[src/rtl/mul_unit_pkg.sv]
// Shared types and constants for the iterative RV32M multiplier.
package mul_unit_pkg;

  // Operation encoding as presented on the mul_op port.
  typedef enum logic [1:0] {
    MUL_LO  = 2'b00,
    MUL_HSS = 2'b01,
    MUL_HSU = 2'b10,
    MUL_HUU = 2'b11
  } mul_op_t;

  typedef enum logic [1:0] {
    IDLE = 2'b00,
    BUSY = 2'b01,
    DONE = 2'b10
  } mul_state_t;

  localparam int MUL_WIDTH   = 32;
  // Edges from the accepting edge to the edge that raises done.
  localparam int MUL_LATENCY = MUL_WIDTH + 1;

  // rs1 is treated as signed for every op except MULHU.
  function automatic logic rs1_is_signed(input mul_op_t op);
    return (op != MUL_HUU);
  endfunction

  // rs2 is treated as signed only for MUL and MULH.
  function automatic logic rs2_is_signed(input mul_op_t op);
    return (op == MUL_LO) || (op == MUL_HSS);
  endfunction

endpackage

[src/rtl/mul_unit.sv]
// Iterative radix-2 shift-add multiplier for MUL/MULH/MULHSU/MULHU.
// Operands are converted to sign + magnitude on acceptance, the unsigned
// magnitudes are multiplied over width cycles, and the sign is applied to
// the full 2*width product in the DONE cycle before selecting a half.
module mul_unit
  import mul_unit_pkg::*;
#(
  parameter int width = 32,
  parameter int CNT_W = $clog2(width) + 1
) (
  input  logic             clk,
  input  logic             rst_n,
  input  logic             start,
  input  logic             flush,
  input  logic [1:0]       mul_op,
  input  logic [width-1:0] rs1,
  input  logic [width-1:0] rs2_MUX,
  output logic             busy,
  output logic             done,
  output logic [width-1:0] mul_out
);

  localparam int W2 = 2 * width;

  // Two's-complement negation of an operand; -MIN stays MIN, which is the
  // exact unsigned magnitude.
  function automatic logic [width-1:0] neg_w(input logic [width-1:0] x);
    return ~x + width'(1);
  endfunction

  // Two's-complement negation of the full product, wrap-around.
  function automatic logic [W2-1:0] neg_w2(input logic [W2-1:0] x);
    return ~x + W2'(1);
  endfunction

  mul_state_t       state;
  mul_op_t          op_q;
  logic             neg_q;
  logic [W2-1:0]    acc;
  logic [W2-1:0]    mcand;
  logic [width-1:0] mplier;
  logic [CNT_W-1:0] cnt;
  logic             done_q;
  logic [width-1:0] out_q;

  mul_op_t             op_in;
  logic signed [width-1:0] rs1_sgn;
  logic signed [width-1:0] rs2_sgn;
  logic                rs1_neg;
  logic                rs2_neg;
  logic [width-1:0]    mag1;
  logic [width-1:0]    mag2;
  logic [W2-1:0]       acc_nxt;
  logic [W2-1:0]       prod;
  logic [width-1:0]    res_sel;
  logic                last_iter;
  logic                accept;

  // Operand conditioning, next accumulator value and final result selection.
  always_comb begin
    op_in     = mul_op_t'(mul_op);
    rs1_sgn   = rs1;
    rs2_sgn   = rs2_MUX;
    rs1_neg   = rs1_is_signed(op_in) && (rs1_sgn < 0);
    rs2_neg   = rs2_is_signed(op_in) && (rs2_sgn < 0);
    mag1      = rs1_neg ? neg_w(rs1) : rs1;
    mag2      = rs2_neg ? neg_w(rs2_MUX) : rs2_MUX;
    acc_nxt   = mplier[0] ? (acc + mcand) : acc;
    prod      = neg_q ? neg_w2(acc) : acc;
    res_sel   = (op_q == MUL_LO) ? prod[width-1:0] : prod[W2-1:width];
    last_iter = (cnt == CNT_W'(width - 1));
    accept    = (state == IDLE) && start && !flush;
  end

  // Control FSM and shift-add datapath; done and mul_out are registered.
  always_ff @(posedge clk or negedge rst_n) begin
    if (!rst_n) begin
      state  <= IDLE;
      op_q   <= MUL_LO;
      neg_q  <= 1'b0;
      acc    <= '0;
      mcand  <= '0;
      mplier <= '0;
      cnt    <= '0;
      done_q <= 1'b0;
      out_q  <= '0;
    end else begin
      done_q <= 1'b0;
      unique case (state)
        IDLE: begin
          if (accept) begin
            op_q   <= op_in;
            neg_q  <= rs1_neg ^ rs2_neg;
            acc    <= '0;
            mcand  <= {{width{1'b0}}, mag1};
            mplier <= mag2;
            cnt    <= '0;
            state  <= BUSY;
          end
        end
        BUSY: begin
          if (flush) begin
            // Abandon the operation; the accumulator is simply left stale.
            state <= IDLE;
          end else begin
            acc    <= acc_nxt;
            mcand  <= mcand << 1;
            mplier <= mplier >> 1;
            cnt    <= cnt + CNT_W'(1);
            if (last_iter) begin
              state <= DONE;
            end
          end
        end
        DONE: begin
          // The result is already committed, so flush is not honoured here.
          out_q  <= res_sel;
          done_q <= 1'b1;
          state  <= IDLE;
        end
        default: begin
          state <= IDLE;
        end
      endcase
    end
  end

  assign busy    = (state == BUSY);
  assign done    = done_q;
  assign mul_out = out_q;

endmodule

[config.mk]
export PLATFORM = sky130hd
export DESIGN_NAME = mul_unit
export DESIGN_NICKNAME = d
export VERILOG_FILES = /design/src/rtl/mul_unit_pkg.sv /design/src/rtl/mul_unit.sv
export SDC_FILE = /design/constraint.sdc
export NUM_CORES = 1
export LEC_CHECK = 0
export ABC_CLOCK_PERIOD_IN_PS = 3100
export CAP_MARGIN = 25
export CORE_UTILIZATION = 29
export DETAILED_ROUTE_END_ITERATION = 10
export DONT_BUFFER_PORTS = 1
export PLACE_DENSITY = 0.41
export SLEW_MARGIN = 20
export SYNTH_ARGS = -nofsm -noshare
export SYNTH_HDL_FRONTEND = slang
export SYNTH_SLANG_ARGS = --single-unit
[constraint.sdc]
create_clock -name clk -period 3.1 [get_ports clk]
set_input_delay 0.465 -clock clk [delete_from_list [all_inputs] [get_ports clk]]
set_output_delay 0.465 -clock clk [all_outputs]
set_load 0.02 [all_outputs]
==> metrics.md <==
| Metric | Value |
|---|---|
| Status | `finished with violations` |
| Failing checks | `negative hold slack, negative setup slack` |
| Max cap viols | `0` |
| Gate power share | `48.4%` |
| Worst path top cell family by delay | `simple AND/OR/NAND/NOR gates` |
| Vias in the first global route | `13500` |
| I/O Pins | `~100` |
| Final period utilization | `107%` |
| Fraction of layout cells with a size suffix above 1 | `17.2%` |
| Internal power | `7.85 mW` |
| Sequential cell area fraction in the yosys report | `34.9%` |
| FP Rows | `81` |
| Critical-path cell list | `nor4_4 > or3b_4 > or4_4 > or4_4 > or3_4 > or3_4 > o31ai_4 > xor2_1 > o221ai_1` |
| Grt total ovfl | `0` |
| Power Density | `728 nW/um^2` |
| Netlist cell types | `76` |
| Initial antenna violation count | `0` |
| Startpoint types | `flop` |
| R2R Path Start | `acc[49]$_DFFE_PN0P_` |
| Filler cells | `roughly 5200` |
| Detailed router's first-iteration violation count | `roughly 800` |
| Global-route wire length before repair | `~80000 um` |
| Clk network pwr share | `23.9%` |
| Met2 WL | `23400 um` |
| Largest net degree at the start of global routing | `205` |
| Crit Path Max Fanout | `2` |
| FMAX | `0.302 GHz` |
| Worst-path clk slew | `60 ps` |
| Clock Tree Buf Depth | `3` |
| Final setup fails | `4` |
| Global-route usage over all layers | `20.1%` |
| Post-route minimum period | `3310 ps` |
| Die Ht | `226 um` |
| Post-route ant nets | `0` |
| Net Sw Frac | `about two fifths` |
| Async SR Flop Fraction | `100%` |
| Final setup TNS | `-532 ps` |
| Fin Hold WS | `-398 ps` |
| Clock Skews | `28.1 ps` |
| Number of antenna diodes | `0` |
| Slew HR | `a little under two fifths` |
| H-tree depth | `1` |
| Mean Syn Cell Area | `around 8 sq um` |
| LEAKAGE | `7.98 nW` |
| Post-Syn Area | `roughly 15000 sq um` |
| Root Driver | `clkbuf_16` |
| VDD IR max | `0.000418 V` |
| Crit path capture type | `flop` |
| Die Span X | `around 230 um` |
| Post-synth EDFFs | `0` |
| Fin worst setup slack | `-214 ps` |
| Port Buffers | `0` |
| Most used DFF post-synth | `dfrtp_1` |
| Die area | `51300 sq um` |
| Critical Path RT | `about 3500 ps` |
| Net Sw Power | `between 5 and 6 mW` |
| CTS buffer count | `26` |
| Tot Pwr | `approximately 13 mW` |
| Slew Limit Fails | `0` |
| Cells after synthesis | `1802` |
| CP max-delay cell | `or4_4` |
| CP Launch Point | `acc[49]$_DFFE_PN0P_` |
| Finished Layout Cells | `2608` |
| GP Congestion | `0.866` |
| Clock latency on the worst-skew pair | `560 ps` |
| Cells after DPL | `2556` |
| Dpl cell area | `16600 sq um` |
| Buffers & Inverters on Critical Path | `0` |
| CP Class | `reg -> reg` |
| Pre-CTS WS | `-222 ps` |
| Unrepaired setup endpoints after global routing | `yes` |
| HPWL after DPL | `39600 um` |
| Yosys reg bits | `roughly 200` |
| Metal3 WL | `2090 um` |
| Post-route cell area | `between 15000 and 20000 sq um` |
| Worst Hold Class | `in -> async` |
| Crit path DAT | `between 3000 and 4000 ps` |
| Critical path's largest stage delay | `430 ps` |
| # DRC | `0` |
| Fin util | `36.4%` |
| CTS tree | `done` |
| Top Metal Used | `met4` |
| DR vias/cell | `5.19` |
| Drt first pass iters | `5` |
| Core area | `49400 sq um` |
| Layout overhead on the synthesized area | `22.8%` |
| YS warnings | `0` |
| Drt total wl | `roughly 50000 um` |
| Clk sinks | `204` |
| Met1 Wirelength | `24500 um` |
| WL per Instance | `19.6 um` |
| Initial Utilization | `29.6%` |
| Slew @ Worst Pin | `942 ps` |
| Endpoints failing hold | `204` |
| Power share of the sequential group | `27.6%` |
| Via count | `13500` |
| Final #Nets | `~2100` |
| Syn nets | `about 1900` |
-- synthesized netlist by cell type, drive strengths merged (34+ instances only) --
master  instances  area [sq um]
a21oi         160           801
nand2         234           881
inv            34           128
o21ai         218          1090
xnor2          68           596
ha             67           838
o31ai          35           268
xor2           92           806
dfrtp         204          5100
nand3          74           370
nor2          133           499
a22o           34           298
clkbuf        101           379
-- kinds of logic (layout without fill, tap and decap cells) --
group / Yosys count / count (layout) / share of synthesized area, %
adders and majority gates: 68 / 68 / 5.87
xor gates and xnor gates: 160 / 160 / 9.59
AOI/OAI and AO/OA: 603 / 603 / 25.3
and+or+nand+nor: 614 / 614 / 19.9
muxes: 9 / 9 / 0.702
DFF: 204 / 204 / 34.9
buffers and inverters: 144 / 286 / 3.70
-- timing repair --
item / 4_1_cts / 5_1_grt
gates resized for setup: 21 / 67
endpoints found under the setup margin: 13 / 48
pin swaps: 7 / 21
hold endpoints to repair: 204 / 204
setup buffers: 1 / 4
-- final timing paths --
kind,slack (ps),cells past startpoint,endpoint
min in group clk,30,2,op_q[0]$_DFFE_PN0P_
max in group asynchronous,3050,0,acc[36]$_DFFE_PN0P_
worst min register to register,480,2,mplier[5]$_DFFE_PN0P_
worst max register to register,-210,9,mul_out[31]$_DFFE_PN0P_
worst min-delay path,-400,0,mul_out[8]$_DFFE_PN0P_
worst max-delay path,-210,9,mul_out[31]$_DFFE_PN0P_
-- per-layer routing --
| layer | GRT usage (%) | vias to the layer above |
|---|---|---|
| met5 | 0 | - |
| met4 | 4.45 | 0 |
| met3 | 3.27 | 48 |
| met2 | 32.6 | 238 |
| met1 | 27.9 | 6431 |
| li1 | - | 6831 |
-- flip-flops by register name, summed over array words and instances, names as in the netlist --
signal	cells
neg_q	1
cnt	6
mul_out	32
acc	64
op_q	2
mcand	64
state	2
done	1
mplier	32
-- placed cells by master (no fill, tap or decap), drive strengths merged, types with 23 or more instances in the layout --
master / count
a21o: 26
a21oi: 160
a22o: 34
a31oi: 24
buf: 205
clkbuf: 39
dfrtp: 204
ha: 67
inv: 34
nand2: 234
nand3: 74
nand4: 26
nor2: 133
nor3: 24
o21ai: 218
o31ai: 35
or3: 23
xnor2: 68
xor2: 92
-- power by group through the flow --
stage / clock network [mW] / registers (mW) / logic [mW]
2_1_floorplan: 0 / 3.54 / 3.44
6_report: 3.13 / 3.61 / 6.33
3_3_place_gp: 0 / 3.58 / 5.90
3_5_place_dp: 0 / 3.60 / 5.88
5_1_grt: 3.33 / 3.68 / 7.01
4_1_cts: 3.23 / 3.58 / 5.99
-- final cells by class --
type	count	area, sq um	area share (%)
clock inverter	8	97.6	0.544
inverter	34	128	0.711
timing repair buffer	205	1560	8.67
tap	664	831	4.63
multi-input combinational	1454	9440	52.6
clock buffer	39	781	4.35
sequential	204	5110	28.5
No activity file was read; power rests on OpenSTA's default activity.
